File: config.mk
export PLATFORM = sky130hd
export DESIGN_NAME = conv3x3_window_sched
export DESIGN_NICKNAME = d
export VERILOG_FILES = /design/src/rtl/conv3x3_window_sched.sv
export SDC_FILE = /design/constraint.sdc
export NUM_CORES = 1
export LEC_CHECK = 0
export CORE_MARGIN = 8
export CORE_UTILIZATION = 48
export DETAILED_ROUTE_END_ITERATION = 10
export PLACE_DENSITY = 0.86
export SLEW_MARGIN = 25
export SYNTH_ARGS = -nofsm -noshare
export SYNTH_HDL_FRONTEND = slang
export SYNTH_SLANG_ARGS = --single-unit
File: constraint.sdc
create_clock -name clk_in -period 4.64 [get_ports clk_in]
set_input_delay 0.696 -clock clk_in [delete_from_list [all_inputs] [get_ports clk_in]]
set_output_delay 0.696 -clock clk_in [all_outputs]
set_load 0.02 [all_outputs]
File: src/rtl/conv3x3_window_sched.sv
// Layer scheduler for one 3x3 signed MAC: walks a valid stride-1 window over an IMG_W x IMG_H map,
// streams 9 pixel/weight pairs per output pixel, then writes the MAC result to the output buffer.
module conv3x3_window_sched #(
    parameter int BITS    = 16,
    parameter int IMG_W   = 8,
    parameter int IMG_H   = 8,
    parameter int AW      = 12,
    parameter int TIMEOUT = 64
) (
    input  logic                clk_in,
    input  logic                rst,
    input  logic                layer_start,
    input  logic [2*BITS-1:0]   bias_in,
    output logic                busy,
    output logic                done,
    output logic                err,
    output logic [AW-1:0]       fm_addr,
    input  logic [BITS-1:0]     fm_rdata,
    output logic [3:0]          wt_addr,
    input  logic [BITS-1:0]     wt_rdata,
    output logic                mac_start,
    output logic [BITS-1:0]     mac_data,
    output logic [BITS-1:0]     mac_weight,
    output logic [2*BITS-1:0]   mac_bias,
    input  logic                mac_ready,
    input  logic [2*BITS+4:0]   mac_result,
    output logic                out_we,
    output logic [AW-1:0]       out_addr,
    output logic [2*BITS+4:0]   out_data
);

    localparam logic [2:0] S_IDLE  = 3'd0;
    localparam logic [2:0] S_ISSUE = 3'd1;
    localparam logic [2:0] S_FEED  = 3'd2;
    localparam logic [2:0] S_WAIT  = 3'd3;
    localparam logic [2:0] S_WRITE = 3'd4;
    localparam logic [2:0] S_DONE  = 3'd5;

    localparam int TW = $clog2(TIMEOUT + 1);

    localparam logic [AW-1:0] IMG_W_A  = AW'(IMG_W);
    localparam logic [AW-1:0] OUT_W_A  = AW'(IMG_W - 2);
    localparam logic [AW-1:0] LAST_COL = AW'(IMG_W - 3);
    localparam logic [AW-1:0] LAST_ROW = AW'(IMG_H - 3);
    localparam logic [TW-1:0] TMO_LAST = TW'(TIMEOUT - 1);

    logic [2:0]          state;
    logic [AW-1:0]       row;
    logic [AW-1:0]       col;
    logic [3:0]          k;
    logic [1:0]          kx;
    logic [1:0]          ky;
    logic [TW-1:0]       timer;
    logic [2*BITS-1:0]   bias_q;
    logic [2*BITS+4:0]   out_data_q;
    logic                err_q;
    logic                mac_start_q;

    always_ff @(posedge clk_in) begin
        if (rst) begin
            state       <= S_IDLE;
            row         <= '0;
            col         <= '0;
            k           <= '0;
            kx          <= '0;
            ky          <= '0;
            timer       <= '0;
            bias_q      <= '0;
            out_data_q  <= '0;
            err_q       <= 1'b0;
            mac_start_q <= 1'b0;
        end else begin
            mac_start_q <= 1'b0;
            case (state)
                S_IDLE: begin
                    if (layer_start) begin
                        bias_q <= bias_in;
                        err_q  <= 1'b0;
                        row    <= '0;
                        col    <= '0;
                        k      <= '0;
                        kx     <= '0;
                        ky     <= '0;
                        state  <= S_ISSUE;
                    end
                end
                S_ISSUE: begin
                    // pair 0 reaches the MAC one cycle after its issue (RAM latency)
                    mac_start_q <= (k == 4'd0);
                    if (k == 4'd8) begin
                        k     <= '0;
                        kx    <= '0;
                        ky    <= '0;
                        state <= S_FEED;
                    end else begin
                        k <= k + 4'd1;
                        if (kx == 2'd2) begin
                            kx <= '0;
                            ky <= ky + 2'd1;
                        end else begin
                            kx <= kx + 2'd1;
                        end
                    end
                end
                S_FEED: begin
                    timer <= '0;
                    state <= S_WAIT;
                end
                S_WAIT: begin
                    if (mac_ready) begin
                        out_data_q <= mac_result;
                        state      <= S_WRITE;
                    end else if (timer == TMO_LAST) begin
                        err_q <= 1'b1;
                        state <= S_DONE;
                    end else begin
                        timer <= timer + 1'b1;
                    end
                end
                S_WRITE: begin
                    if (col < LAST_COL) begin
                        col <= col + 1'b1;
                    end else begin
                        col <= '0;
                        row <= row + 1'b1;
                    end
                    if (row == LAST_ROW && col == LAST_COL) begin
                        state <= S_DONE;
                    end else begin
                        state <= S_ISSUE;
                    end
                end
                S_DONE: begin
                    state <= S_IDLE;
                end
                default: begin
                    state <= S_IDLE;
                end
            endcase
        end
    end

    always_comb begin
        fm_addr  = '0;
        wt_addr  = '0;
        out_addr = '0;
        if (state == S_ISSUE) begin
            fm_addr = (row + AW'(ky)) * IMG_W_A + col + AW'(kx);
            wt_addr = k;
        end
        if (state == S_WRITE) begin
            out_addr = row * OUT_W_A + col;
        end
    end

    assign busy       = (state != S_IDLE) && (state != S_DONE);
    assign done       = (state == S_DONE);
    assign out_we     = (state == S_WRITE);
    assign err        = err_q;
    assign mac_start  = mac_start_q;
    assign mac_data   = fm_rdata;
    assign mac_weight = wt_rdata;
    assign mac_bias   = bias_q;
    assign out_data   = out_data_q;

endmodule
After elaboration in Yosys (flattened, before gate mapping)

Index checks and enable logic that the tools add are counted.

Register bits: 113
Word-level logic and storage cells: 93

$add $sub $neg: 10
Multipliers: 1
$lt $le $gt $ge: 1
Equality and inequality tests: 19
Mux-type cells: 31
Bitwise gates (word level): 1
Reductions and logical operators: 19

Operators by type and width:

| cell                  | number |
|---|---|
| $mux 12               | 5 |
| $pmux 12 s2           | 2 |
| $add 12x1->12 const B | 2 |
| $add 12x12->12        | 2 |
| $eq 12x3->1 const B   | 2 |
| $mux 3                | 5 |
| $pmux 3 s5            | 1 |
| $mux 7                | 2 |
| $pmux 7 s2            | 1 |
| $add 12x2->12         | 1 |
| $lt 12x3->1 const B   | 1 |
| $mul 12x2->11 const B | 1 |
| $mux 4                | 3 |
| $ne 2x2->1 const B    | 6 |
| $reduce_and 3->1      | 4 |
| $mux 2                | 5 |
| $add 9x2->9           | 1 |
| $ne 3x3->1 const B    | 3 |
| $pmux 2 s2            | 2 |
| $pmux 4 s2            | 1 |
| $reduce_and 2->1      | 4 |
| $reduce_bool 2->1     | 4 |
| $add 7x1->7 const B   | 1 |
| $eq 7x6->1 const B    | 1 |
| 16 further kinds      | 22 |

Logic depth before layout (Yosys ltp)

Depth after elaboration: 4
Depth in mapped cells: 14
Gate-level depth less buffers: 14

Least setup slack after synthesis

Ideal clock, no wire load.

Path type: reg2out
Start: register row[1]
End: output port out_addr[11]
Arrival: 2991 ps
Required time: 3944 ps
Slack: 953 ps
Cell stages (with the launch flop): 14
Path buffers: 0
Cells stage by stage: dfxtp_1 ha_1 inv_1 fa_1 o21bai_1 a21oi_1 o21bai_1 a21oi_1 xnor2_1 ha_1 nor3_1 a31oi_1 o221ai_1 mux2i_1

Longest elaborated chain between the ends: 3

Ends and longest elaborated chain:

| what                   | RTL line | text |
|---|---|---|
| start, declared        | 48       | `logic [AW-1:0] row;` |
| start signal, assigned | 125      | `row <= row + 1'b1;` |
| $mul 12x2->11          | 152      | `out_addr = row * OUT_W_A + col;` |
| $add 12x12->12         | 152      |  |
| $mux 12                | 151      | `if (state == S_WRITE) begin` |
| end, declared          | 28       | `output logic [AW-1:0] out_addr,` |

No other way between the ends.

Worst setup path in the final report

Start: register row[1]
End: output port fm_addr[11]

Longest elaborated chain between the ends: 4

Ends and longest elaborated chain:

| what           | RTL line | text |
|---|---|---|
| $add 9x2->9    | 148      | `fm_addr = (row + AW'(ky)) * IMG_W_A + col + AW'(kx);` |
| $add 12x12->12 | 148      |  |
| $add 12x2->12  | 148      |  |
| $mux 12        | 147      | `if (state == S_ISSUE) begin` |
| end, declared  | 17       | `output logic [AW-1:0] fm_addr,` |

No other way between the ends.

==> qor.tcl <==
set qor(timing.setup.critical_path_class) {register to output port}
set qor(post_synthesis_area_per_instance_um2) 7.885
set qor(synthesis.nets) 951
set qor(detailroute.via_count) 6032
set qor(hp-class) {register to register}
set qor(drive_gt1_share_pct) 5.414
set qor(worst_setup_hold_path_clk_slew_ns) 0.05
set qor(tritoncts) {done}
set qor(dpl.hpwl_um) 13470
set qor(vias_per_cell) 5.395
set qor(setup-tns-final_ns) 0
set qor(grt.overflow.total) 0
set qor(p_comb_share_pct) 12.9
set qor(layoutNonFillerInstCount) 1118
set qor(min_period_ns) 4.407
set qor(tightest_slew_ns) 0.9037
set qor(antenna_found_initial) 0
set qor(largest_net_degree_at_the_start_of_global_routing) 50
set qor(power_report.internal_total_uw) 1981
set qor(timing.critical_path.fanout_max) 6
set qor(grt_pass1_vias) 6060
set qor(grt_usage_pct) 22.78
set qor(dominantRegCellSynth) {dfxtp_1}
set qor(start_util_pct) 48.28
set qor(rsz0062_at_grt) {no}
set qor(max-cap-violations) 0
set qor(finish.utilization_pct) 65.32
set qor(power.ir.vdd_worst_mv) 0.2660
set qor(hold-worst-slack_ns) 0.4509
set qor(timing.clock.skew_ns) 0.007304
set qor(finalMaxSlewViolations) 0
set qor(timing.critical_path.slowest_cell_delay_ns) 0.55
set qor(commonest_non_fill_non_tap_cells_in_the_layout) {clkdlybuf4s50_1, nand2_1, dfxtp_1, a21oi_1, nor2_1}
set qor(final_min_period_over_clock_period_pct) 94.97
set qor(dp_slack_ns) 0.2123
set qor(power.net_switching_uw) 696.7
set qor(asyncSetResetFlopFracSynth_pct) 0
set qor(timing.max_slew.rel_slack_pct) 39.75
set qor(first_pass_iters) 6
set qor(required_ns) 3.94
set qor(power.share.clock_pct) 48.3
set qor(critical_path.slowest_cell) {clkdlybuf4s50_1}
set qor(remaining_drc_errors) 0
set qor(ctsRootBufferMaster) {clkbuf_16}
set qor(placement_rows) 42
set qor(finalSetupViolations) 0
set qor(area_occupied_by_multi_input_gates_mm2) 0.003565
set qor(timing.critical_path.from_type) {register}
set qor(antennaDiodeCount) 0
set qor(critical_path.top_delay_family) {simple AND/OR/NAND/NOR gates}
set qor(fin_worst_setup_slack_ns) 0.2332
set qor(coreArea_mm2) 0.01303
set qor(synth_area_mm2) 0.006292
set qor(finalHoldViolCount) 0
set qor(gp_congestion) 0.8780
set qor(crit_chain) {ha_1 -> a21oi_1 -> nor2_1 -> nand2_1 -> xnor2_1 -> ha_1 -> a21oi_1 -> o21bai_1 -> a21o_1 -> or3_1 -> and3_1 -> clkdlybuf4s50_1}
set qor(chipHeight_um) 130.5
set qor(route.detailed.wl_per_inst_um) 16.75
set qor(timing.fmax_mhz) 226.9
set qor(layout.cells.most_common) {clkdlybuf4s50_1}
set qor(power.density_mw_per_mm2) 314.5
set qor(clock_latency_ns) 0.42
set qor(boundaryPins) 239
set qor(grt_first_pass_wirelength_um) 30440
set qor(power.switching_fraction_pct) 26.02
set qor(seqCellArea_mm2) 0.002265
set qor(outcome) {finished clean}
set qor(seqPwrFrac_pct) 38.8
set qor(postCtsSetupBuffers) 0
set qor(synth_sequential_area_ratio_pct) 35.95
set qor(postSynthRegisterBits) 113
set qor(crit_arrival_ns) 3.71
set qor(synth_enable_flop_cells) 0
set qor(critical_path.endpoint_type) {output port}
set qor(area_growth_pct) 35.30
set qor(dieWidth_um) 130.5
set qor(synth_cells) 798
set qor(cts_max_level) 4
set qor(dpl.cell_count) 1087
set qor(finish.net_count) 1083
set qor(p_leak_uw) 0.003235
set qor(filler_cell_count) 1083
set qor(drt-total-wl_um) 18730
set qor(remaining_antenna_violation_count_after_routing) 0
set qor(design.die.area_mm2) 0.01703
set qor(number_of_clock_buffers_inserted_by_tritoncts) 17
set qor(clock-sinks) 113
set qor(netlist-cell-type-count) 59
set qor(critical_path.n_buffers_inverters) 1
set qor(ys_warn_count) 0
set qor(clock_path_buffers) 2
set qor(detailedRoute.firstIterationViolations) 395
set qor(numPortBuffers) 174
path summary, 6_finish.rpt:
path	start	end	slack, ns	cells past startpoint
worst max-delay path	row[1]	fm_addr[11]	0.23	12
worst min-delay path	mac_bias[16]	mac_bias[16]	0.45	2
worst max register to register	state[2]	row[9]	2.15	5
worst min register to register	mac_bias[16]	mac_bias[16]	0.45	2
flip-flops by register name, summed over array words and instances (netlist names), 3 cells and up:
name,cells
col,12
k,4
mac_bias,32
out_data,37
row,12
state,3
timer,7
power by group through the flow:
| stage | Sequential, µW | Combinational (µW) | Clock, µW |
|---|---|---|---|
| finish | 1040 | 346 | 1290 |
| global route | 1040 | 378 | 1350 |
| CTS | 1040 | 348 | 1300 |
| detailed placement | 1060 | 344 | 0 |
| global placement | 1060 | 342 | 0 |
| floorplan | 1080 | 187 | 0 |
worst reg2reg max path, delay by kind of cell, from the launching register on:
family / cells / cell delay (ns)
and+or+nand+nor: 3 / 1.16
DFF: 1 / 0.64
AOI/OAI and AO/OA: 2 / 0.62
through the flow:
| stage | total power (µW) | area [µm²] |
|---|---|---|
| final | 2677 | 8513 |
| after global routing | 2776 | 8513 |
| after CTS | 2690 | 8511 |
| after detailed placement | 1402 | 7921 |
| after global placement | 1398 | 7921 |
| after floorplan | 1270 | 6292 |
layout make-up:
class,instances,share of cell area (%)
Clock buffer,19,5.320
Tap cell,176,2.587
Inverter,29,1.279
Clock inverter,12,1.587
Multi-Input combinational cell,590,41.87
Timing Repair Buffer,179,20.75
Sequential cell,113,26.60
per-layer routing:
layer | vias to the layer above | track usage, % | routed length, µm
met2 | 218 | 38.41 | 8962
met5 | - | 0 | 0
met4 | 0 | 9.048 | 427
met3 | 38 | 11.00 | 2144
met1 | 2832 | 24.07 | 7196
li1 | 2944 | - | -
cells in the mapped netlist, drive strengths merged (12+ instances only):
cell	instances	share of area, %
a21oi	105	8.4
ha	44	8.7
xnor2	31	4.3
nor3	12	0.95
inv	29	1.7
nand3	12	0.95
and2	14	1.4
dfxtp	113	36
nand2	156	9.3
nor2	69	4.2
buf	39	4.3
clkbuf	27	1.6
o21ai	19	1.5
timing repair:
action	in CTS	in global routing
hold buffers	0	0
gates resized for setup	4	6
setup endpoints to repair	3	3
cloned	0	0
cell families after synthesis:
group           after synthesis  synth area share, %
mux                           4               0.6363
compound gates              182                17.36
flops                       113                35.95
fa+ha+maj                    48                10.02
xor+xnor                     39                5.429
buf+inv                      95                7.675
simple gates                317                22.93
(Power assumes the default switching activity.)
